$ cat src/rtl/ie_stage_if.sv
// rtl/ie_stage_if.sv - execute-stage bundle between decode/execute register, hazard unit and memory stage
//
// Purpose: groups every execute-stage input and every execute/memory output
// of ie_stage so the stage is wired as a single bundle.
// Ports (members):
//   E-side control : RegWriteE, JumpE, BranchE, ALUBSrcE, PCTargetALUSrcE,
//                    ALUASrcE, ResultSrcE, MemWriteE, ALUControlE,
//                    LoadSizeE, BranchTypeE
//   E-side data    : RD1E, RD2E, PCE, ImmExtE, PCPlus4E, RdE
//   hazard/wb      : ForwardAE, ForwardBE, ResultW, StallM
//   redirect       : PCSrcE, PCTargetE
//   M-side outputs : RegWriteM, ResultSrcM, MemWriteM, LoadSizeM, RdM,
//                    ALUResultM, WriteDataM, PCPlus4M
// Modports: master drives the E-side and reads results, slave is the stage.

interface ie_stage_if;
  logic        RegWriteE;
  logic        JumpE;
  logic        BranchE;
  logic        ALUBSrcE;
  logic        PCTargetALUSrcE;
  logic [1:0]  ALUASrcE;
  logic [1:0]  ResultSrcE;
  logic [1:0]  MemWriteE;
  logic [3:0]  ALUControlE;
  logic [2:0]  LoadSizeE;
  logic [2:0]  BranchTypeE;
  logic [31:0] RD1E;
  logic [31:0] RD2E;
  logic [31:0] PCE;
  logic [31:0] ImmExtE;
  logic [31:0] PCPlus4E;
  logic [4:0]  RdE;
  logic [1:0]  ForwardAE;
  logic [1:0]  ForwardBE;
  logic [31:0] ResultW;
  logic        StallM;

  logic        PCSrcE;
  logic [31:0] PCTargetE;

  logic        RegWriteM;
  logic [1:0]  ResultSrcM;
  logic [1:0]  MemWriteM;
  logic [2:0]  LoadSizeM;
  logic [4:0]  RdM;
  logic [31:0] ALUResultM;
  logic [31:0] WriteDataM;
  logic [31:0] PCPlus4M;

  modport master (
    output RegWriteE, JumpE, BranchE, ALUBSrcE, PCTargetALUSrcE,
           ALUASrcE, ResultSrcE, MemWriteE, ALUControlE, LoadSizeE,
           BranchTypeE, RD1E, RD2E, PCE, ImmExtE, PCPlus4E, RdE,
           ForwardAE, ForwardBE, ResultW, StallM,
    input  PCSrcE, PCTargetE,
           RegWriteM, ResultSrcM, MemWriteM, LoadSizeM, RdM,
           ALUResultM, WriteDataM, PCPlus4M
  );

  modport slave (
    input  RegWriteE, JumpE, BranchE, ALUBSrcE, PCTargetALUSrcE,
           ALUASrcE, ResultSrcE, MemWriteE, ALUControlE, LoadSizeE,
           BranchTypeE, RD1E, RD2E, PCE, ImmExtE, PCPlus4E, RdE,
           ForwardAE, ForwardBE, ResultW, StallM,
    output PCSrcE, PCTargetE,
           RegWriteM, ResultSrcM, MemWriteM, LoadSizeM, RdM,
           ALUResultM, WriteDataM, PCPlus4M
  );
endinterface

$ cat src/rtl/ie_stage.sv
// rtl/ie_stage.sv - pipeline execute stage: forwarding muxes, ALU, branch resolve, EX/MEM register
//
// Purpose: forwards operands, evaluates the ALU, resolves branches/jumps
// combinationally and registers the execute results into the memory stage.
// Ports:
//   clk : sole clock, all state on its rising edge
//   rst : synchronous active-high reset, clears the EX/MEM register
//   bus : ie_stage_if.slave, execute inputs in, redirect and M outputs out

module ie_stage (
  input  logic       clk,
  input  logic       rst,
  ie_stage_if.slave  bus
);

  localparam logic [3:0] ALU_ADD  = 4'b0000;
  localparam logic [3:0] ALU_SUB  = 4'b0001;
  localparam logic [3:0] ALU_AND  = 4'b0010;
  localparam logic [3:0] ALU_OR   = 4'b0011;
  localparam logic [3:0] ALU_XOR  = 4'b0100;
  localparam logic [3:0] ALU_SLT  = 4'b0101;
  localparam logic [3:0] ALU_SLTU = 4'b0110;
  localparam logic [3:0] ALU_SLL  = 4'b0111;
  localparam logic [3:0] ALU_SRL  = 4'b1000;
  localparam logic [3:0] ALU_SRA  = 4'b1001;
  localparam logic [3:0] ALU_PASS = 4'b1010;

  localparam logic [2:0] BR_EQ  = 3'b000;
  localparam logic [2:0] BR_NE  = 3'b001;
  localparam logic [2:0] BR_LT  = 3'b100;
  localparam logic [2:0] BR_GE  = 3'b101;
  localparam logic [2:0] BR_LTU = 3'b110;
  localparam logic [2:0] BR_GEU = 3'b111;

  logic [31:0] src_a;
  logic [31:0] write_data;
  logic [31:0] alu_a;
  logic [31:0] alu_b;
  logic [31:0] alu_result;
  logic [4:0]  shamt;
  logic        lt_signed;
  logic        lt_unsigned;
  logic        equal;
  logic        taken;

  // Forwarding muxes. The memory-stage source is the registered ALUResultM,
  // never this cycle's ALU output, so there is no combinational loop.
  always_comb begin
    src_a = bus.RD1E;
    case (bus.ForwardAE)
      2'b01:   src_a = bus.ResultW;
      2'b10:   src_a = bus.ALUResultM;
      default: src_a = bus.RD1E;
    endcase
  end

  always_comb begin
    write_data = bus.RD2E;
    case (bus.ForwardBE)
      2'b01:   write_data = bus.ResultW;
      2'b10:   write_data = bus.ALUResultM;
      default: write_data = bus.RD2E;
    endcase
  end

  // Operand A may be the PC (AUIPC) or zero (LUI via ADD of immediate).
  always_comb begin
    alu_a = 32'h0;
    case (bus.ALUASrcE)
      2'b00:   alu_a = src_a;
      2'b01:   alu_a = bus.PCE;
      default: alu_a = 32'h0;
    endcase
  end

  assign alu_b = bus.ALUBSrcE ? bus.ImmExtE : write_data;
  assign shamt = alu_b[4:0];

  always_comb begin
    alu_result = 32'h0;
    case (bus.ALUControlE)
      ALU_ADD:  alu_result = alu_a + alu_b;
      ALU_SUB:  alu_result = alu_a - alu_b;
      ALU_AND:  alu_result = alu_a & alu_b;
      ALU_OR:   alu_result = alu_a | alu_b;
      ALU_XOR:  alu_result = alu_a ^ alu_b;
      ALU_SLT:  alu_result = {31'h0, $signed(alu_a) < $signed(alu_b)};
      ALU_SLTU: alu_result = {31'h0, alu_a < alu_b};
      ALU_SLL:  alu_result = alu_a << shamt;
      ALU_SRL:  alu_result = alu_a >> shamt;
      ALU_SRA:  alu_result = $unsigned($signed(alu_a) >>> shamt);
      ALU_PASS: alu_result = alu_b;
      default:  alu_result = 32'h0;
    endcase
  end

  // Branch compare works on the forwarded register values, independent of
  // the ALU operand selects, so the ALU stays free for the target add.
  assign equal       = (src_a == write_data);
  assign lt_signed   = ($signed(src_a) < $signed(write_data));
  assign lt_unsigned = (src_a < write_data);

  always_comb begin
    taken = 1'b0;
    case (bus.BranchTypeE)
      BR_EQ:   taken = equal;
      BR_NE:   taken = ~equal;
      BR_LT:   taken = lt_signed;
      BR_GE:   taken = ~lt_signed;
      BR_LTU:  taken = lt_unsigned;
      BR_GEU:  taken = ~lt_unsigned;
      default: taken = 1'b0;
    endcase
  end

  assign bus.PCSrcE = bus.JumpE | (bus.BranchE & taken);

  // JALR targets come out of the ALU with bit 0 forced low.
  assign bus.PCTargetE = bus.PCTargetALUSrcE ? {alu_result[31:1], 1'b0}
                                             : (bus.PCE + bus.ImmExtE);

  // EX/MEM register: reset beats stall, stall holds every field.
  always_ff @(posedge clk) begin
    if (rst) begin
      bus.RegWriteM  <= 1'b0;
      bus.ResultSrcM <= 2'b00;
      bus.MemWriteM  <= 2'b00;
      bus.LoadSizeM  <= 3'b000;
      bus.RdM        <= 5'd0;
      bus.ALUResultM <= 32'h0;
      bus.WriteDataM <= 32'h0;
      bus.PCPlus4M   <= 32'h0;
    end else if (!bus.StallM) begin
      bus.RegWriteM  <= bus.RegWriteE;
      bus.ResultSrcM <= bus.ResultSrcE;
      bus.MemWriteM  <= bus.MemWriteE;
      bus.LoadSizeM  <= bus.LoadSizeE;
      bus.RdM        <= bus.RdE;
      bus.ALUResultM <= alu_result;
      bus.WriteDataM <= write_data;
      bus.PCPlus4M   <= bus.PCPlus4E;
    end
  end

endmodule

$ cat src/flat_wrapper.sv
// flat-port wrapper written by rule: the top's interface ports become plain ports
module ie_stage_flat 
  (clk, rst, bus_RegWriteE, bus_JumpE, bus_BranchE, bus_ALUBSrcE, bus_PCTargetALUSrcE, bus_ALUASrcE, bus_ResultSrcE, bus_MemWriteE, bus_ALUControlE, bus_LoadSizeE, bus_BranchTypeE, bus_RD1E, bus_RD2E, bus_PCE, bus_ImmExtE, bus_PCPlus4E, bus_RdE, bus_ForwardAE, bus_ForwardBE, bus_ResultW, bus_StallM, bus_PCSrcE, bus_PCTargetE, bus_RegWriteM, bus_ResultSrcM, bus_MemWriteM, bus_LoadSizeM, bus_RdM, bus_ALUResultM, bus_WriteDataM, bus_PCPlus4M);
  ie_stage_if bus_i ();
  input  logic clk;
  input  logic rst;
  input wire logic [$bits(bus_i.RegWriteE)-1:0] bus_RegWriteE;
  input wire logic [$bits(bus_i.JumpE)-1:0] bus_JumpE;
  input wire logic [$bits(bus_i.BranchE)-1:0] bus_BranchE;
  input wire logic [$bits(bus_i.ALUBSrcE)-1:0] bus_ALUBSrcE;
  input wire logic [$bits(bus_i.PCTargetALUSrcE)-1:0] bus_PCTargetALUSrcE;
  input wire logic [$bits(bus_i.ALUASrcE)-1:0] bus_ALUASrcE;
  input wire logic [$bits(bus_i.ResultSrcE)-1:0] bus_ResultSrcE;
  input wire logic [$bits(bus_i.MemWriteE)-1:0] bus_MemWriteE;
  input wire logic [$bits(bus_i.ALUControlE)-1:0] bus_ALUControlE;
  input wire logic [$bits(bus_i.LoadSizeE)-1:0] bus_LoadSizeE;
  input wire logic [$bits(bus_i.BranchTypeE)-1:0] bus_BranchTypeE;
  input wire logic [$bits(bus_i.RD1E)-1:0] bus_RD1E;
  input wire logic [$bits(bus_i.RD2E)-1:0] bus_RD2E;
  input wire logic [$bits(bus_i.PCE)-1:0] bus_PCE;
  input wire logic [$bits(bus_i.ImmExtE)-1:0] bus_ImmExtE;
  input wire logic [$bits(bus_i.PCPlus4E)-1:0] bus_PCPlus4E;
  input wire logic [$bits(bus_i.RdE)-1:0] bus_RdE;
  input wire logic [$bits(bus_i.ForwardAE)-1:0] bus_ForwardAE;
  input wire logic [$bits(bus_i.ForwardBE)-1:0] bus_ForwardBE;
  input wire logic [$bits(bus_i.ResultW)-1:0] bus_ResultW;
  input wire logic [$bits(bus_i.StallM)-1:0] bus_StallM;
  output wire logic [$bits(bus_i.PCSrcE)-1:0] bus_PCSrcE;
  output wire logic [$bits(bus_i.PCTargetE)-1:0] bus_PCTargetE;
  output wire logic [$bits(bus_i.RegWriteM)-1:0] bus_RegWriteM;
  output wire logic [$bits(bus_i.ResultSrcM)-1:0] bus_ResultSrcM;
  output wire logic [$bits(bus_i.MemWriteM)-1:0] bus_MemWriteM;
  output wire logic [$bits(bus_i.LoadSizeM)-1:0] bus_LoadSizeM;
  output wire logic [$bits(bus_i.RdM)-1:0] bus_RdM;
  output wire logic [$bits(bus_i.ALUResultM)-1:0] bus_ALUResultM;
  output wire logic [$bits(bus_i.WriteDataM)-1:0] bus_WriteDataM;
  output wire logic [$bits(bus_i.PCPlus4M)-1:0] bus_PCPlus4M;
  assign bus_i.RegWriteE = bus_RegWriteE;
  assign bus_i.JumpE = bus_JumpE;
  assign bus_i.BranchE = bus_BranchE;
  assign bus_i.ALUBSrcE = bus_ALUBSrcE;
  assign bus_i.PCTargetALUSrcE = bus_PCTargetALUSrcE;
  assign bus_i.ALUASrcE = bus_ALUASrcE;
  assign bus_i.ResultSrcE = bus_ResultSrcE;
  assign bus_i.MemWriteE = bus_MemWriteE;
  assign bus_i.ALUControlE = bus_ALUControlE;
  assign bus_i.LoadSizeE = bus_LoadSizeE;
  assign bus_i.BranchTypeE = bus_BranchTypeE;
  assign bus_i.RD1E = bus_RD1E;
  assign bus_i.RD2E = bus_RD2E;
  assign bus_i.PCE = bus_PCE;
  assign bus_i.ImmExtE = bus_ImmExtE;
  assign bus_i.PCPlus4E = bus_PCPlus4E;
  assign bus_i.RdE = bus_RdE;
  assign bus_i.ForwardAE = bus_ForwardAE;
  assign bus_i.ForwardBE = bus_ForwardBE;
  assign bus_i.ResultW = bus_ResultW;
  assign bus_i.StallM = bus_StallM;
  assign bus_PCSrcE = bus_i.PCSrcE;
  assign bus_PCTargetE = bus_i.PCTargetE;
  assign bus_RegWriteM = bus_i.RegWriteM;
  assign bus_ResultSrcM = bus_i.ResultSrcM;
  assign bus_MemWriteM = bus_i.MemWriteM;
  assign bus_LoadSizeM = bus_i.LoadSizeM;
  assign bus_RdM = bus_i.RdM;
  assign bus_ALUResultM = bus_i.ALUResultM;
  assign bus_WriteDataM = bus_i.WriteDataM;
  assign bus_PCPlus4M = bus_i.PCPlus4M;
  ie_stage u_core (.clk(clk), .rst(rst), .bus(bus_i));
endmodule
$ cat config.mk
export PLATFORM = sky130hd
export DESIGN_NAME = ie_stage_flat
export DESIGN_NICKNAME = d
export VERILOG_FILES = /design/src/rtl/ie_stage_if.sv /design/src/rtl/ie_stage.sv /design/src/flat_wrapper.sv
export SDC_FILE = /design/constraint.sdc
export NUM_CORES = 1
export LEC_CHECK = 0
export ABC_AREA = 1
export BUFFER_PORTS_ARGS = -buffer_cell sky130_fd_sc_hd__buf_4
export CORE_MARGIN = 1.5
export CORE_UTILIZATION = 40
export CTS_BUF_LIST = sky130_fd_sc_hd__clkbuf_8
export CTS_CLUSTER_SIZE = 16
export DETAILED_ROUTE_END_ITERATION = 7
export PLACE_DENSITY_LB_ADDON = 0.05
export SLEW_MARGIN = 10
export SYNTH_ARGS = -nofsm -noshare
export SYNTH_HDL_FRONTEND = slang
export SYNTH_SLANG_ARGS = --single-unit
$ cat constraint.sdc
create_clock -name clk -period 5.1 [get_ports clk]
set_input_delay 0.255 -clock clk [delete_from_list [all_inputs] [get_ports clk]]
set_output_delay 0.255 -clock clk [all_outputs]
set_load 0.05 [all_outputs]
==> metrics <==
outcome completed; first-pass GRT wire length 152 mm; die width 219 um; global-route met3 utilization 9.58%; Max stage delay on crit path 0.61 ns; CP Capture Type output port; Power Dens Cells 237 nW/um^2; Num Clock Sinks 109; Mean Syn Cell Area 5.53 um^2; HP Start bus_RdE[1]; post-synthesis compound-gate area fraction 19.6%; vias post-DR 26,400; Pre-antenna DRT Iters 6; placed cell count 4,354; fmax 203 MHz; Slew HR 31.8%; ys flop type dfxtp_1; GR Util All Layers 42.6%; Mapped Cells 3,379; # rows 79; core area 46,400 um^2; Area growth syn-to-layout 22.7%; Post-Synth XOR/XNOR Area 1.12%; I/O Buffers 366; CP required 4.85 ns; Ys Warns 0; post-synthesis register bit count 109; Reg-to-Reg End u_core.bus.ALUResultM[21]$_SDFFE_PP0N_; slowest CP cell ha_1; pins over their slew limit 0; grt met2 use 62.6%; area of the die 48,000 um^2; Worst Max-Slew Pin Slew 1.02 ns; Starting DRT DRC Count 3,769; WL per Instance 24.5 um; remaining antenna violation count 0; DRC 0; Hold Path Sink u_core.bus.RdM[1]$_SDFFE_PP0N_; worst hold path depth 3; vias in the first global route 23,700; simple-gate share of the synthesized area 44.9%; GRT busiest layer met2; most frequent CP cell nand2_1; Post-Syn Nets 3,773; CP Class in -> out; cts bufs inserted 9; Clock Latency Late Sink 0.46 ns; setup TNS 0 ns; Netlist cell types 53; CTS tree built; Routed WL 107 mm; Layout Nets 4,153; Max Fanout on Critical Path 16; CP startpoint kind primary input; largest family of logic cells by synthesized area simple AND/OR/NAND/NOR gates; Max rail drop VDD 0.182 mV; I/O Pins 367; antenna violations before repair 1; Seq/Total Area, Yosys 11.7%; HPWL after DPL 89.0 mm; vias per cell 6.04; Starting Density 40.3%; EDFF count, synth 0; GRT met1 Usage 58.1%; Tcrit/Tclk final 96.5%; die height 219 um; post-synthesis mux area share 0%; most frequent cells in the layout nand2_1 (853), nand3_1 (538), buf_4 (532), inv_1 (328), nor2_1 (298); Tmin final 4.92 ns; clock transition at the registers of the reported paths 0.13 ns; CTS Buffer Depth 2; RSZ-0062 raised after global routing false; Worst Skew 0.0206 ns; LEAKAGE 11.8 nW; CP Cell Sequence buf_4 -> inv_1 -> ha_1 -> buf_4 -> nand2_1 -> nand3_1 -> nand3_1 -> nand2_1 -> ha_1 -> buf_4 -> nor2_1 -> nand2_1 -> nor2_2 -> nand3_1 -> nand3_1 -> a21oi_1 -> o21ai_0 -> nand2_1 -> inv_1 -> nand4_1 -> nand2_1 -> nand2_1 -> buf_4; layout cells sized above 1 17.6%; hold crit path type in -> reg; clock root buffer clkbuf_8; Finished Layout Cells 4,372; largest net degree at the start of global routing 92; commonest non-fill, non-tap cell in the layout nand2_1; gr ovfl total 0; crit path DAT 4.67 ns; GPL Wtd Cong 1.12; Netlist Area Pre-Place 18,700 um^2; r2r setup slk 1.02 ns; Finish-stage setup viols 0; final hold violation count 0; R2R cell count 19; Async SR Flop Fraction 0%; max-cap violations 0; worst r2r src u_core.bus.ALUResultM[12]$_SDFFE_PP0N_; adder-cell share of the synthesized area 11.4%; H-tree depth 3
## repair_timing
action | CTS | global route
resized for setup | 0 | 7
endpoints found under the setup margin | 0 | 4
hold buffers | 0 | 0
buffers inserted | 0 | 0
## flip-flops by register name, indices dropped and copies added (netlist names)
register and flops:
u_core.bus.PCPlus4M 32, u_core.bus.RdM 5, u_core.bus.LoadSizeM 3, u_core.bus.WriteDataM 32, u_core.bus.ALUResultM 32, u_core.bus.RegWriteM 1, u_core.bus.MemWriteM 2, u_core.bus.ResultSrcM 2
## kinds of logic after synthesis
family,count (synthesis)
simple gates,1893
compound gates,672
buf+inv,512
fa+ha+maj,169
flops,109
xor+xnor,24
## worst max-delay path by stage
stage | slack [ns] | to | depth (start not counted) | start
after global placement | 0.25 | bus_PCTargetE[19] | 23 | bus_ForwardAE[0]
after detailed placement | 0.16 | bus_PCTargetE[19] | 23 | bus_ForwardAE[0]
after CTS | 0.16 | bus_PCTargetE[19] | 23 | bus_ForwardAE[0]
after floorplan | 0.85 | bus_PCTargetE[23] | 26 | bus_ForwardBE[0]
after global routing | 0.006 | bus_PCTargetE[19] | 25 | bus_ForwardBE[0]
final | 0.18 | bus_PCTargetE[19] | 23 | bus_ForwardAE[0]
## synth_stat cells (all sizes together), types with 13 or more instances
master	instances	area share [%]
a21oi	247	6.6
buf	79	2.5
clkbuf	87	1.8
dfxtp	109	12
ha	166	11
inv	342	6.9
nand2	893	19
nand3	557	15
nand4	37	1.2
nor2	311	6.4
nor3	31	0.83
o211ai	14	0.56
o21a	17	0.68
o21ai	310	8.4
o22ai	18	0.60
or2	44	1.5
xor2	13	0.61
## layout make-up
cell class	instances	area, um^2
diodes	1	2.50
clock inverters	6	53.8
multi-input cells	2758	14400
repair buffers	535	4050
inverters	346	1310
fillers	4983	23400
flip-flops and latches	109	2180
clock buffers	10	138
well taps	607	759
## through the flow
stage	utilization, %	cell area, um^2	power (mW)	setup WS [ns]	hold WS [ns]
after floorplan	-	18700	3.29	0.850	0.407
after global placement	49.0	22700	4.71	0.246	0.463
after detailed placement	49.0	22700	4.73	0.159	0.474
after CTS	49.4	22900	5.31	0.159	0.0291
after global routing	49.5	22900	5.73	0.00627	0.0360
final	49.5	22900	5.44	0.179	0.0315
## per-layer routing
layer / share of wire [%] / vias up / routed length (um)
li1: - / 12000 / -
met1: 41 / 12200 / 43800
met2: 42 / 1851 / 44600
met3: 11 / 315 / 12200
met4: 5.9 / 2 / 6320
met5: 0.012 / - / 13
## critical path: cells and delay by family
kind	cells	cell delay [ns]
AOI/OAI and AO/OA	2	0.22
adders and majority gates	2	1.01
and+or+nand+nor	13	2.14
buffers and inverters	6	1.02
## power by group
group / total [mW] / switching (mW) / internal, mW
Clock: 0.588 / 0.387 / 0.200
Combinational: 3.88 / 2.69 / 1.20
Sequential: 0.971 / 0.0531 / 0.918
Total: 5.44 / 3.13 / 2.32
Note: power is estimated with default switching activity, not from simulation.
